$ cat config.mk
export PLATFORM = sky130hd
export DESIGN_NAME = mips_bus_arbiter
export DESIGN_NICKNAME = d
export VERILOG_FILES = /design/src/rtl/mips_bus_pkg.sv /design/src/rtl/mips_bus_arb_pick.sv /design/src/rtl/mips_bus_arbiter.sv
export SDC_FILE = /design/constraint.sdc
export NUM_CORES = 1
export LEC_CHECK = 0
export ABC_AREA = 1
export BUFFER_PORTS_ARGS = -buffer_cell sky130_fd_sc_hd__buf_2
export CAP_MARGIN = 10
export CORE_AREA = 2 2 108 110
export CTS_BUF_LIST = sky130_fd_sc_hd__clkbuf_4 sky130_fd_sc_hd__clkbuf_8
export CTS_CLUSTER_DIAMETER = 60
export DETAILED_ROUTE_END_ITERATION = 8
export DIE_AREA = 0 0 110 112
export GPL_TIMING_DRIVEN = 0
export PLACE_DENSITY = 0.81
export SETUP_SLACK_MARGIN = 0.3
export SYNTH_ARGS = -nofsm -noshare
export SYNTH_HDL_FRONTEND = slang
export SYNTH_HIERARCHICAL = 1
export SYNTH_SLANG_ARGS = --single-unit
$ cat constraint.sdc
create_clock -name clk -period 1.48 [get_ports clk]
set_input_delay 0.148 -clock clk [delete_from_list [all_inputs] [get_ports clk]]
set_output_delay 0.148 -clock clk [all_outputs]
set_load 0.1 [all_outputs]
$ cat src/rtl/mips_bus_pkg.sv
// Shared types and defaults for the MIPS two-master bus arbiter.
// Pure declarations, no logic and therefore no latency.
// No flow control here; waitrequest handling lives in the arbiter top.
package mips_bus_pkg;

  localparam int ADDR_W_DEF = 32;
  localparam int DATA_W_DEF = 32;
  localparam int BE_W       = DATA_W_DEF / 8;

  typedef enum logic [1:0] {IDLE, BUSY_M0, BUSY_M1} arb_state_t;
  typedef enum logic {M0, M1} master_id_t;

  // Map a master id onto the FSM state that serves it.
  function automatic arb_state_t busy_state(input master_id_t id);
    return (id == M1) ? BUSY_M1 : BUSY_M0;
  endfunction

endpackage

$ cat src/rtl/mips_bus_arb_pick.sv
// Chooses which requesting master gets the next grant.
// Purely combinational, zero latency.
// No backpressure; optional macro MIPS_ARB_ROUND_ROBIN_EN selects alternating priority.
module mips_bus_arb_pick
  import mips_bus_pkg::*;
(
  input  logic [1:0]  req,
  input  master_id_t  last_grant,
  output logic        grant_valid,
  output master_id_t  grant_id
);

`ifdef MIPS_ARB_ROUND_ROBIN_EN
  localparam bit RR = 1'b1;
`else
  localparam bit RR = 1'b0;
  // Fixed priority ignores the history; keep the port for a uniform interface.
  logic unused_last_grant;
  assign unused_last_grant = last_grant;
`endif

  // Single requester wins outright; on a tie, the data master wins unless
  // round-robin is enabled, in which case the master not served last wins.
  always_comb begin
    grant_valid = |req;
    grant_id    = M0;
    if (req == 2'b11) begin
      if (RR) grant_id = (last_grant == M0) ? M1 : M0;
      else    grant_id = M1;
    end else if (req[1]) begin
      grant_id = M1;
    end
  end

endmodule

$ cat src/rtl/mips_bus_arbiter.sv
// Shares one Avalon-style slave bus between instruction (M0) and data (M1) masters.
// Grant registered one cycle after request; transfer takes >= 2 cycles, no back-to-back grants.
// Granted master sees slave waitrequest; the other master is always stalled (waitrequest=1).
module mips_bus_arbiter
  import mips_bus_pkg::*;
#(
  parameter int ADDR_W = ADDR_W_DEF,
  parameter int DATA_W = DATA_W_DEF
) (
  input  logic                clk,
  input  logic                reset,
  input  logic                m0_read,
  input  logic                m0_write,
  input  logic [ADDR_W-1:0]   m0_address,
  input  logic [DATA_W-1:0]   m0_writedata,
  input  logic [DATA_W/8-1:0] m0_byteenable,
  output logic                m0_waitrequest,
  input  logic                m1_read,
  input  logic                m1_write,
  input  logic [ADDR_W-1:0]   m1_address,
  input  logic [DATA_W-1:0]   m1_writedata,
  input  logic [DATA_W/8-1:0] m1_byteenable,
  output logic                m1_waitrequest,
  output logic [DATA_W-1:0]   m_readdata,
  output logic [ADDR_W-1:0]   address,
  output logic                read,
  output logic                write,
  output logic [DATA_W-1:0]   writedata,
  output logic [DATA_W/8-1:0] byteenable,
  input  logic                waitrequest,
  input  logic [DATA_W-1:0]   readdata,
  output logic                busy
);

  arb_state_t          state_q, state_d;
  master_id_t          last_grant_q;
  logic                busy_q;
  logic [ADDR_W-1:0]   addr_q;
  logic [DATA_W-1:0]   wdata_q;
  logic [DATA_W/8-1:0] be_q;
  logic [1:0]          req;
  logic                grant_valid;
  master_id_t          grant_id;

  assign req        = {m1_read | m1_write, m0_read | m0_write};
  assign m_readdata = readdata;
  assign busy       = busy_q;

  mips_bus_arb_pick u_pick (
    .req         (req),
    .last_grant  (last_grant_q),
    .grant_valid (grant_valid),
    .grant_id    (grant_id)
  );

  // Next state: grant from IDLE; leave BUSY on completion or a dropped request.
  always_comb begin
    state_d = state_q;
    case (state_q)
      IDLE:    if (grant_valid) state_d = busy_state(grant_id);
      BUSY_M0: if (!waitrequest || !req[0]) state_d = IDLE;
      BUSY_M1: if (!waitrequest || !req[1]) state_d = IDLE;
      default: state_d = IDLE;
    endcase
  end

  // Slave command mux; in IDLE the fields hold the last driven values.
  always_comb begin
    address        = addr_q;
    writedata      = wdata_q;
    byteenable     = be_q;
    read           = 1'b0;
    write          = 1'b0;
    m0_waitrequest = 1'b1;
    m1_waitrequest = 1'b1;
    case (state_q)
      BUSY_M0: begin
        address        = m0_address;
        writedata      = m0_writedata;
        byteenable     = m0_byteenable;
        write          = m0_write;
        read           = m0_read & ~m0_write;
        m0_waitrequest = waitrequest;
      end
      BUSY_M1: begin
        address        = m1_address;
        writedata      = m1_writedata;
        byteenable     = m1_byteenable;
        write          = m1_write;
        read           = m1_read & ~m1_write;
        m1_waitrequest = waitrequest;
      end
      default: ;
    endcase
  end

  // State, grant history, busy flag and held slave fields.
  always_ff @(posedge clk) begin
    if (!reset) begin
      state_q      <= IDLE;
      last_grant_q <= M1;
      busy_q       <= 1'b0;
      addr_q       <= '0;
      wdata_q      <= '0;
      be_q         <= '0;
    end else begin
      state_q <= state_d;
      busy_q  <= (state_d != IDLE);
      if (state_q == IDLE && grant_valid) last_grant_q <= grant_id;
      addr_q  <= address;
      wdata_q <= writedata;
      be_q    <= byteenable;
    end
  end

endmodule

==> impl_metrics.csv, run 1 <==
group,metric,value,unit
critical_path,worst_setup_path_start_kind,"flip-flop",
global_route,gr-total-overflow,0,
critical_path,worst_path_most_repeated_cell,"buf_12",
floorplan,rows,39,
logic_synthesis,syn_avg_cell_area,6.50,um^2
drt,vias,5983,
drt,ant_nets,0,
drt,drt-wirelength-per-cell,20.1,um
floorplan,die_area,12300,um^2
sta,fin_crit_sh,139,%
drt,drc,0,
drt,vias_per_cell,5.29,
global_route,grt_max_degree,11,
critical_path,worstPathMaxFanout,7,
sta,max_slew_margin,50.0,%
sta,rsz0062_at_grt,"true",
global_route,antenna_found_initial,0,
run_status,violations,"negative setup slack",
sta,timing.hold.ws,0.212,ns
sta,setup_viol,103,
critical_path,cpMaxStageDelayCell,"dfxtp_4",
floorplan,ios,280,
sta,setup_slack,-0.571,ns
run,cap_violations,0,
clocking,cts_root_buf,"clkbuf_8",
floorplan,fp.dieW,110,um
clocking,clkSinkCount,71,
drt,first_pass_iters,5,
clocking,worstSkewPairLatency,0.36,ns
global_route,track_usage,27.6,%
sta,worst_pin_slew,0.750,ns
cells_and_area,utilization,91.7,%
global_route,grt-busiest-layer,"met2",
global_route,grt_pass1_wl,26500,um
cells_and_area,drive_above_1_share,70.5,%
critical_path,path_class,"flip-flop to primary output",
global_route,met1_usage,29.1,%
clocking,clk_path_buf_depth,2,
floorplan,dieHeight,112,um
logic_synthesis,ys.warnings.count,6,
run_status,status,"finished, violations left",
global_route,grt_pass1_vias,5510,
sta,drv_slew,0,
critical_path,endpoint_kind,"primary output",
critical_path,cpPeakStageDelay,0.38,ns
clocking,cts.clk_slew.worst_paths,0.08,ns
drt,initialDrtViolationCount,343,
power_and_ir_drop,power.leakage,4.83,nW
clocking,htreeDepth,3,
power_and_ir_drop,p_per_area,854,nW/um^2
cells_and_area,syn_to_final_growth,136,%
placement,dp_hpwl,10400,um
floorplan,coreArea,11200,um^2
placement,portBuffers,247,
sta,final-hold-violation-count,0,
floorplan,start_util,38.9,%
power_and_ir_drop,ir_worst_vdd,572,uV
sta,max_freq,0.488,GHz
critical_path,path_cells,"inv_4 > ha_4 > buf_12 > bufbuf_16 > nand2_2 > nand2_8 > buf_12",
critical_path,cp.required,1.33,ns
global_route,grt.met2_usage,51.6,%
global_route,use_met3,5.91,%
placement,gp_congestion,0.775,
sta,period_needed,2.05,ns
min_path,hold_path.class,"primary input to flip-flop",
logic_synthesis,synth.cell_area,4340,um^2
logic_synthesis,syn-instance-count,668,
clocking,cts_tree,"done",
cells_and_area,nNetsFinal,1162,
drt,routed_wl,22800,um
logic_synthesis,synth_nets,847,
critical_path,cp_data_arrival_time,1.90,ns
sta,skew,0.0111,ns
clocking,cts_buffers,9,
placement,dp_slack,-0.516,ns
layer usage:
layer  vias to the layer above  part of all wire (%)
li1                       2670                     -
met4                         0                   5.3
met1                      2841                    35
met3                       113                   8.2
met2                       359                    52
met5                         -                     0
sequential cells by signal, summed over array words and instances (netlist names):
register	flops
busy	1
state_q	2
addr_q	32
be_q	4
wdata_q	32
critical path: cells and delay by family (launching register included):
family                   cells  cell delay, ns
flip-flops                   1            0.38
buffers and inverters        4            0.65
adder cells (fa/ha/maj)      1            0.27
AND/OR/NAND/NOR              2            0.22
path summary, 6_finish.rpt:
check,end,cells after the start,from,slack [ns]
max,writedata[0],7,state_q[1],-0.57
min,wdata_q[13],5,m1_writedata[13],0.21
max reg2reg,addr_q[25],10,state_q[0],-0.24
min reg2reg,wdata_q[12],2,wdata_q[12],0.52
layout by cell type, fill, tap and decap left out:
master,count
nand2_1,181
buf_2,178
nand2_2,90
nand2_8,88
buf_12,80
dfxtp_1,69
nand2_4,68
a21oi_2,49
buf_6,46
buf_4,44
a21oi_1,21
inv_1,13
clkbuf_8,9
clkbuf_16,9
buf_8,8
buf_16,7
clkbuf_4,6
nand3_1,4
ha_4,3
inv_4,2
nand3_2,2
a21oi_4,2
clkbuf_1,2
dfxtp_4,2
diode_2,1
inv_16,1
inv_2,1
ha_1,1
clkinv_2,1
bufbuf_16,1
area by class of cell:
class,count,area (um^2)
antenna,1,2.50
buffer,71,822
clock buffer,15,169
clock inverter,1,5.00
fill,392,922
inverter,17,85.1
multi-input combinational,509,4460
sequential,71,1430
tap,143,179
timing repair buffer,304,3100
power by group:
group          leakage (nW)  internal [W]  total (W)  switching (W)
Clock                0.0962      0.000722    0.00149       0.000766
Sequential            0.575       0.00199    0.00206      0.0000630
Combinational          4.16       0.00196    0.00521        0.00324
metrics by stage:
step           instances  cell area (um^2)  TNS, ns  total power, W
3_3_place_gp        1058              7540   -28.38         0.00574
4_1_cts             1099              9370   -34.49         0.00806
3_5_place_dp        1058              7540   -29.35         0.00576
5_1_grt             1131             10200   -44.33         0.00896
2_1_floorplan        668              6130    -1.09         0.00517
6_report            1132             10300   -39.84         0.00875
timing repair:
item	in CTS	in global routing
buffers inserted	20	23
gates resized for setup	379	120
hold buffers	0	0
setup endpoints to repair	144	143
gates cloned	5	9
pin swaps	30	46
No activity file was read; power rests on OpenSTA's default activity.
==> run 2, diff against run 1 <==
--- a/config.mk
+++ b/config.mk
@@ -9,7 +9,6 @@
 export BUFFER_PORTS_ARGS = -buffer_cell sky130_fd_sc_hd__buf_2
 export CAP_MARGIN = 10
 export CORE_AREA = 2 2 108 110
-export CTS_BUF_LIST = sky130_fd_sc_hd__clkbuf_4 sky130_fd_sc_hd__clkbuf_8
 export CTS_CLUSTER_DIAMETER = 60
 export DETAILED_ROUTE_END_ITERATION = 8
 export DIE_AREA = 0 0 110 112
==> run 2 against run 1 <==
  * The run still ends with negative setup slack left
  * Utilization up 3.4 points
  * Worst setup slack better by 0.031 ns
  * Sequential cell count unchanged
  * Fmax up 1.5%
  * Largest power group unchanged
  * Highest routed layer unchanged
==> impl_metrics.csv, run 2 (same netlist as run 1, synthesis figures left out) <==
group,metric,value,unit
sta,period_needed,2.02,ns
clocking,htreeDepth,3,
sta,max_freq,0.495,GHz
power_and_ir_drop,swShare,46.0,%
placement,gp_congestion,0.775,
clocking,worstSkewPairLatency,0.34,ns
cells_and_area,final_common_cell,"buf_2",
drt,vias,6331,
cells_and_area,syn_to_final_growth,145,%
placement,dpl_cell_area,7540,um^2
floorplan,start_util,38.9,%
critical_path,cpMaxStageDelayCell,"dfxtp_4",
power_and_ir_drop,pwr-share-seq,21.9,%
clocking,cts_buffers,9,
critical_path,cp.required,1.33,ns
power_and_ir_drop,ir_worst_vdd,756,uV
floorplan,dieHeight,112,um
run,cap_violations,0,
critical_path,cp_data_arrival_time,1.87,ns
drt,ant_nets,0,
drt,drt-wirelength-per-cell,23.2,um
power_and_ir_drop,pwr-share-clk,21.0,%
critical_path,crit_cells,9,
critical_path,path_cells,"buf_4 > ha_4 > clkbuf_16 > buf_8 > nand2_1 > nand2_1 > nand2_2 > nand2_8 > buf_12",
clocking,clk_path_buf_depth,2,
critical_path,cp_top_family,"buffers and inverters",
critical_path,cpPeakStageDelay,0.36,ns
sta,drv_slew,0,
sta,setup_slack,-0.540,ns
clocking,cts_tree,"done",
floorplan,rows,39,
clocking,holdBufCountCts,0,
critical_path,r2r_slack,-0.25,ns
power_and_ir_drop,internal_power,0.00511,W
critical_path,path_buf_inv,4,
run_status,violations,"negative setup slack",
cells_and_area,layout_common_cells,"buf_2, nand2_1, nand2_4",
global_route,grt_pass1_wl,28200,um
clocking,cts_root_buf,"clkbuf_16",
floorplan,coreArea,11200,um^2
placement,portBuffers,247,
cells_and_area,nNetsFinal,1170,
power_and_ir_drop,p_per_area,890,nW/um^2
critical_path,worstSetupStartpoint,"state_q[0]",
sta,max_slew_margin,48.9,%
run_status,status,"finished, violations left",
sta,skew,0.00821,ns
sta,final-hold-violation-count,0,
critical_path,reg2reg_depth,9,
drt,initialDrtViolationCount,399,
critical_path,worstPathMaxFanout,5,
drt,vias_per_cell,5.55,
drt,drc,0,
critical_path,r2r-end,"addr_q[12]",
critical_path,path_class,"flip-flop to primary output",
drt,first_pass_iters,6,
placement,dp_hpwl,10400,um
power_and_ir_drop,power.leakage,5.15,nW
clocking,clkSinkCount,71,
cells_and_area,top_regs,"addr_q (32), wdata_q (32), be_q (4)",
critical_path,r2r_start,"state_q[1]",
sta,worst_pin_slew,0.767,ns
power_and_ir_drop,p_switching,0.00435,W
sta,rsz0062_at_grt,"true",
cells_and_area,drive_above_1_share,73.3,%
power_and_ir_drop,power,0.00946,W
sta,setup_viol,117,
global_route,grt_max_degree,11,
cells_and_area,design_area,10600,um^2
sta,fin_tns_setup,-39.01,ns
power_and_ir_drop,comb_power_share,57.1,%
clocking,cts.clk_slew.worst_paths,0.06,ns
critical_path,endpoint,"writedata[15]",
global_route,gr-total-overflow,0,
min_path,hold_path.class,"primary input to flip-flop",
global_route,antenna_found_initial,1,
floorplan,ios,280,
sta,fin_crit_sh,136,%
critical_path,worst_path_most_repeated_cell,"nand2_1",
global_route,track_usage,29.5,%
critical_path,endpoint_kind,"primary output",
global_route,grt_pass1_vias,5741,
floorplan,fp.dieW,110,um
floorplan,die_area,12300,um^2
placement,dp_slack,-0.516,ns
critical_path,worst_setup_path_start_kind,"flip-flop",
drt,routed_wl,26400,um
## run 2: repair_timing
item,CTS,global route
pin swaps,37,36
resized for setup,412,162
endpoints found under the setup margin,144,143
cloned,4,6
buffers inserted,21,34
## run 2: power groups by stage
stage | clock [W] | sequential [W] | combinational (W)
floorplan | 0 | 0.00211 | 0.00306
global placement | 0 | 0.00207 | 0.00367
detailed placement | 0 | 0.00208 | 0.00368
CTS | 0.00191 | 0.00205 | 0.00467
global route | 0.00205 | 0.00207 | 0.00554
finish | 0.00199 | 0.00207 | 0.00541
## run 2: through the flow
step / util, % / instances / hold WS (ns)
after CTS: 86.0 / 1099 / 0.201
after global routing: 95.2 / 1140 / 0.245
after detailed placement: 67.5 / 1058 / 0.512
after floorplan: - / 668 / 0.385
final: 95.2 / 1140 / 0.223
after global placement: 67.5 / 1058 / 0.509
## run 2: worst register-to-register path: stages, from the launching register on
cell     delay, ns
dfxtp_4       0.37
inv_4         0.05
ha_4          0.27
buf_12        0.15
buf_12        0.17
buf_16        0.18
nand2_8       0.08
buf_4         0.14
buf_6         0.11
a21oi_2       0.14
## run 2: layer usage
layer	wire, um	track usage (%)
met1	8760	30.7
met2	13700	54.7
met3	2110	6.44
met4	1860	13.7
met5	0	0
## run 2: final cells by class
cell class              instances  area (um^2)
diodes                          1         2.50
plain buffers                  71          863
clock buffers                  15          248
clock inverters                 1         5.00
fillers                       273          539
inverters                      17         81.3
multi-input cells             509         4760
flip-flops and latches         71         1430
well taps                     143          179
repair buffers                312         3070
## run 2: worst min-delay path by stage
stage                    start          to  slack, ns  depth (start not counted)
3_5_place_dp         addr_q[5]   addr_q[5]       0.51                          2
2_1_floorplan            reset  state_q[0]       0.39                          4
3_3_place_gp         addr_q[4]   addr_q[4]       0.51                          2
5_1_grt        m0_writedata[7]  wdata_q[7]       0.25                          5
4_1_cts                  reset  state_q[1]       0.20                          5
6_report       m0_writedata[7]  wdata_q[7]       0.22                          5
==> run 3, diff against run 2 <==
--- a/config.mk
+++ b/config.mk
@@ -13,6 +13,7 @@
 export DETAILED_ROUTE_END_ITERATION = 8
 export DIE_AREA = 0 0 110 112
 export GPL_TIMING_DRIVEN = 0
+export MAX_ROUTING_LAYER = met4
 export PLACE_DENSITY = 0.81
 export SETUP_SLACK_MARGIN = 0.3
 export SYNTH_ARGS = -nofsm -noshare
==> run 3 against run 2 <==
  * The flow still finishes with violations (negative setup slack)
  * Worst hold slack better by 0.025 ns
  * Sequential share of layout area is 0.40 points higher
  * Cell count fell by 0.79%
  * Fmax is 0.13% lower
  * Power shrank 2.3%
  * Critical path type unchanged
  * Largest power group unchanged
  * Highest routed layer unchanged
==> impl_metrics.csv, run 3 (same netlist as run 1, synthesis figures left out) <==
group,metric,value,unit
drt,vias,5888,
placement,dp_slack,-0.516,ns
sta,max_freq,0.494,GHz
sta,period_needed,2.02,ns
sta,final-hold-violation-count,0,
floorplan,ios,280,
cells_and_area,fillers,385,
run_status,status,"finished, violations left",
sta,rsz0062_at_grt,"true",
placement,gp_congestion,0.786,
sta,drv_slew,0,
global_route,gr-total-overflow,0,
sta,skew,0.00935,ns
cells_and_area,insertedDiodeCount,0,
drt,first_pass_iters,9,
critical_path,worstPathMaxFanout,10,
critical_path,worst_setup_path_start_kind,"flip-flop",
run,cap_violations,0,
clocking,holdBufCountCts,0,
min_path,hold_path.class,"primary input to flip-flop",
sta,timing.hold.ws,0.248,ns
floorplan,fp.dieW,110,um
drt,drt-wirelength-per-cell,20.4,um
power_and_ir_drop,ir_worst_vdd,644,uV
drt,initialDrtViolationCount,372,
cells_and_area,syn_to_final_growth,138,%
sta,worst_pin_slew,0.738,ns
run_status,violations,"negative setup slack",
floorplan,start_util,38.9,%
critical_path,cp.required,1.33,ns
clocking,cts.clk_slew.worst_paths,0.06,ns
power_and_ir_drop,power.leakage,4.91,nW
cells_and_area,drive_above_1_share,71.2,%
placement,portBuffers,247,
clocking,cts_tree,"done",
global_route,grt_pass1_vias,5744,
drt,drc,0,
clocking,htreeDepth,3,
drt,routed_wl,23100,um
cells_and_area,nNetsFinal,1162,
clocking,worstSkewPairLatency,0.34,ns
critical_path,path_cells,"buf_6 > ha_4 > buf_12 > buf_6 > nand2_1 > nand2_1 > nand2_4 > nand2_8 > buf_12",
global_route,antenna_found_initial,0,
global_route,grt_pass1_wl,28200,um
critical_path,cpPeakStageDelay,0.38,ns
power_and_ir_drop,p_per_area,895,nW/um^2
floorplan,dieHeight,112,um
critical_path,cpMaxStageDelayCell,"dfxtp_4",
cells_and_area,top_regs,"addr_q (32), wdata_q (32), be_q (4)",
global_route,grt_max_degree,11,
drt,vias_per_cell,5.21,
floorplan,coreArea,11200,um^2
sta,setup_viol,103,
global_route,track_usage,30.4,%
sta,max_slew_margin,50.8,%
sta,setup_slack,-0.543,ns
critical_path,cp_data_arrival_time,1.87,ns
cells_and_area,final_common_cell,"buf_2",
critical_path,path_class,"flip-flop to primary output",
drt,ant_nets,0,
clocking,clk_path_buf_depth,2,
clocking,cts_buffers,9,
cells_and_area,layout_common_cells,"buf_2, nand2_1, nand2_8",
floorplan,die_area,12300,um^2
critical_path,endpoint_kind,"primary output",
clocking,cts_root_buf,"clkbuf_16",
clocking,clkSinkCount,71,
floorplan,rows,39,
placement,dp_hpwl,10400,um
sta,fin_crit_sh,137,%
## run 3: cell count changes in the layout (fill, tap and decap cells not counted), moves of 2 or more
| cell | delta |
|---|---|
| nand2_2 | +5 |
| nand2_4 | -24 |
| buf_8 | -2 |
| buf_16 | -4 |
| buf_4 | -3 |
| buf_12 | +2 |
| nand2_1 | +19 |
## run 3: stage by stage
step / utilization (%) / TNS [ns] / cell area (um^2) / power, W / std cells
5_1_grt: 92.5 / -41.97 / 10300 / 0.00946 / 1131
3_3_place_gp: 67.5 / -28.38 / 7540 / 0.00574 / 1058
6_report: 92.5 / -37.92 / 10300 / 0.00925 / 1131
3_5_place_dp: 67.5 / -29.35 / 7540 / 0.00576 / 1058
2_1_floorplan: - / -1.09 / 6130 / 0.00517 / 668
4_1_cts: 86.0 / -31.83 / 9610 / 0.00863 / 1099
## run 3: per-layer routing
layer | vias to the layer above | wire length [um] | GRT usage [%]
met1 | 2755 | 8020 | 31.2
li1 | 2666 | - | -
met4 | 0 | 1210 | 13.7
met2 | 363 | 12100 | 54.7
met3 | 104 | 1680 | 5.80
met5 | - | 0 | -
## run 3: power by group
part	total, W	leakage [nW]	internal (W)	switching (W)
registers	0.00207	0.575	0.00200	0.0000696
clock network	0.00195	0.122	0.00114	0.000816
logic	0.00523	4.21	0.00193	0.00330
## run 3: what timing repair did
| item | 4_1_cts | 5_1_grt |
|---|---|---|
| gates resized for setup | 412 | 104 |
| pin swaps | 37 | 27 |
| setup endpoints to repair | 144 | 143 |
| cloned | 4 | 6 |
| buffers inserted | 21 | 26 |
## run 3: path summary, 6_finish.rpt
| path | startpoint | endpoint | slack (ns) | depth (start not counted) |
|---|---|---|---|---|
| worst max-delay path | state_q[1] | byteenable[1] | -0.54 | 9 |
| worst min-delay path | m0_byteenable[2] | be_q[2] | 0.25 | 5 |
| worst max register to register | state_q[1] | addr_q[12] | -0.24 | 9 |
| worst min register to register | addr_q[11] | addr_q[11] | 0.52 | 2 |
## run 3: layout make-up
cell class	instances	area (um^2)	share of cell area [%]
flip-flops and latches	71	1430	13.8
well taps	143	179	1.73
clock buffers	15	248	2.40
multi-input cells	509	4590	44.5
repair buffers	304	2990	28.9
inverters	17	81.3	0.787
plain buffers	71	808	7.82
clock inverters	1	5.00	0.0484
## run 3: worst max-delay path: cells and delay by family, from the launching register on
| family | cells | cell delay (ns) |
|---|---|---|
| fa+ha+maj | 1 | 0.15 |
| flops | 1 | 0.38 |
| buf+inv | 4 | 0.59 |
| simple gates | 4 | 0.42 |
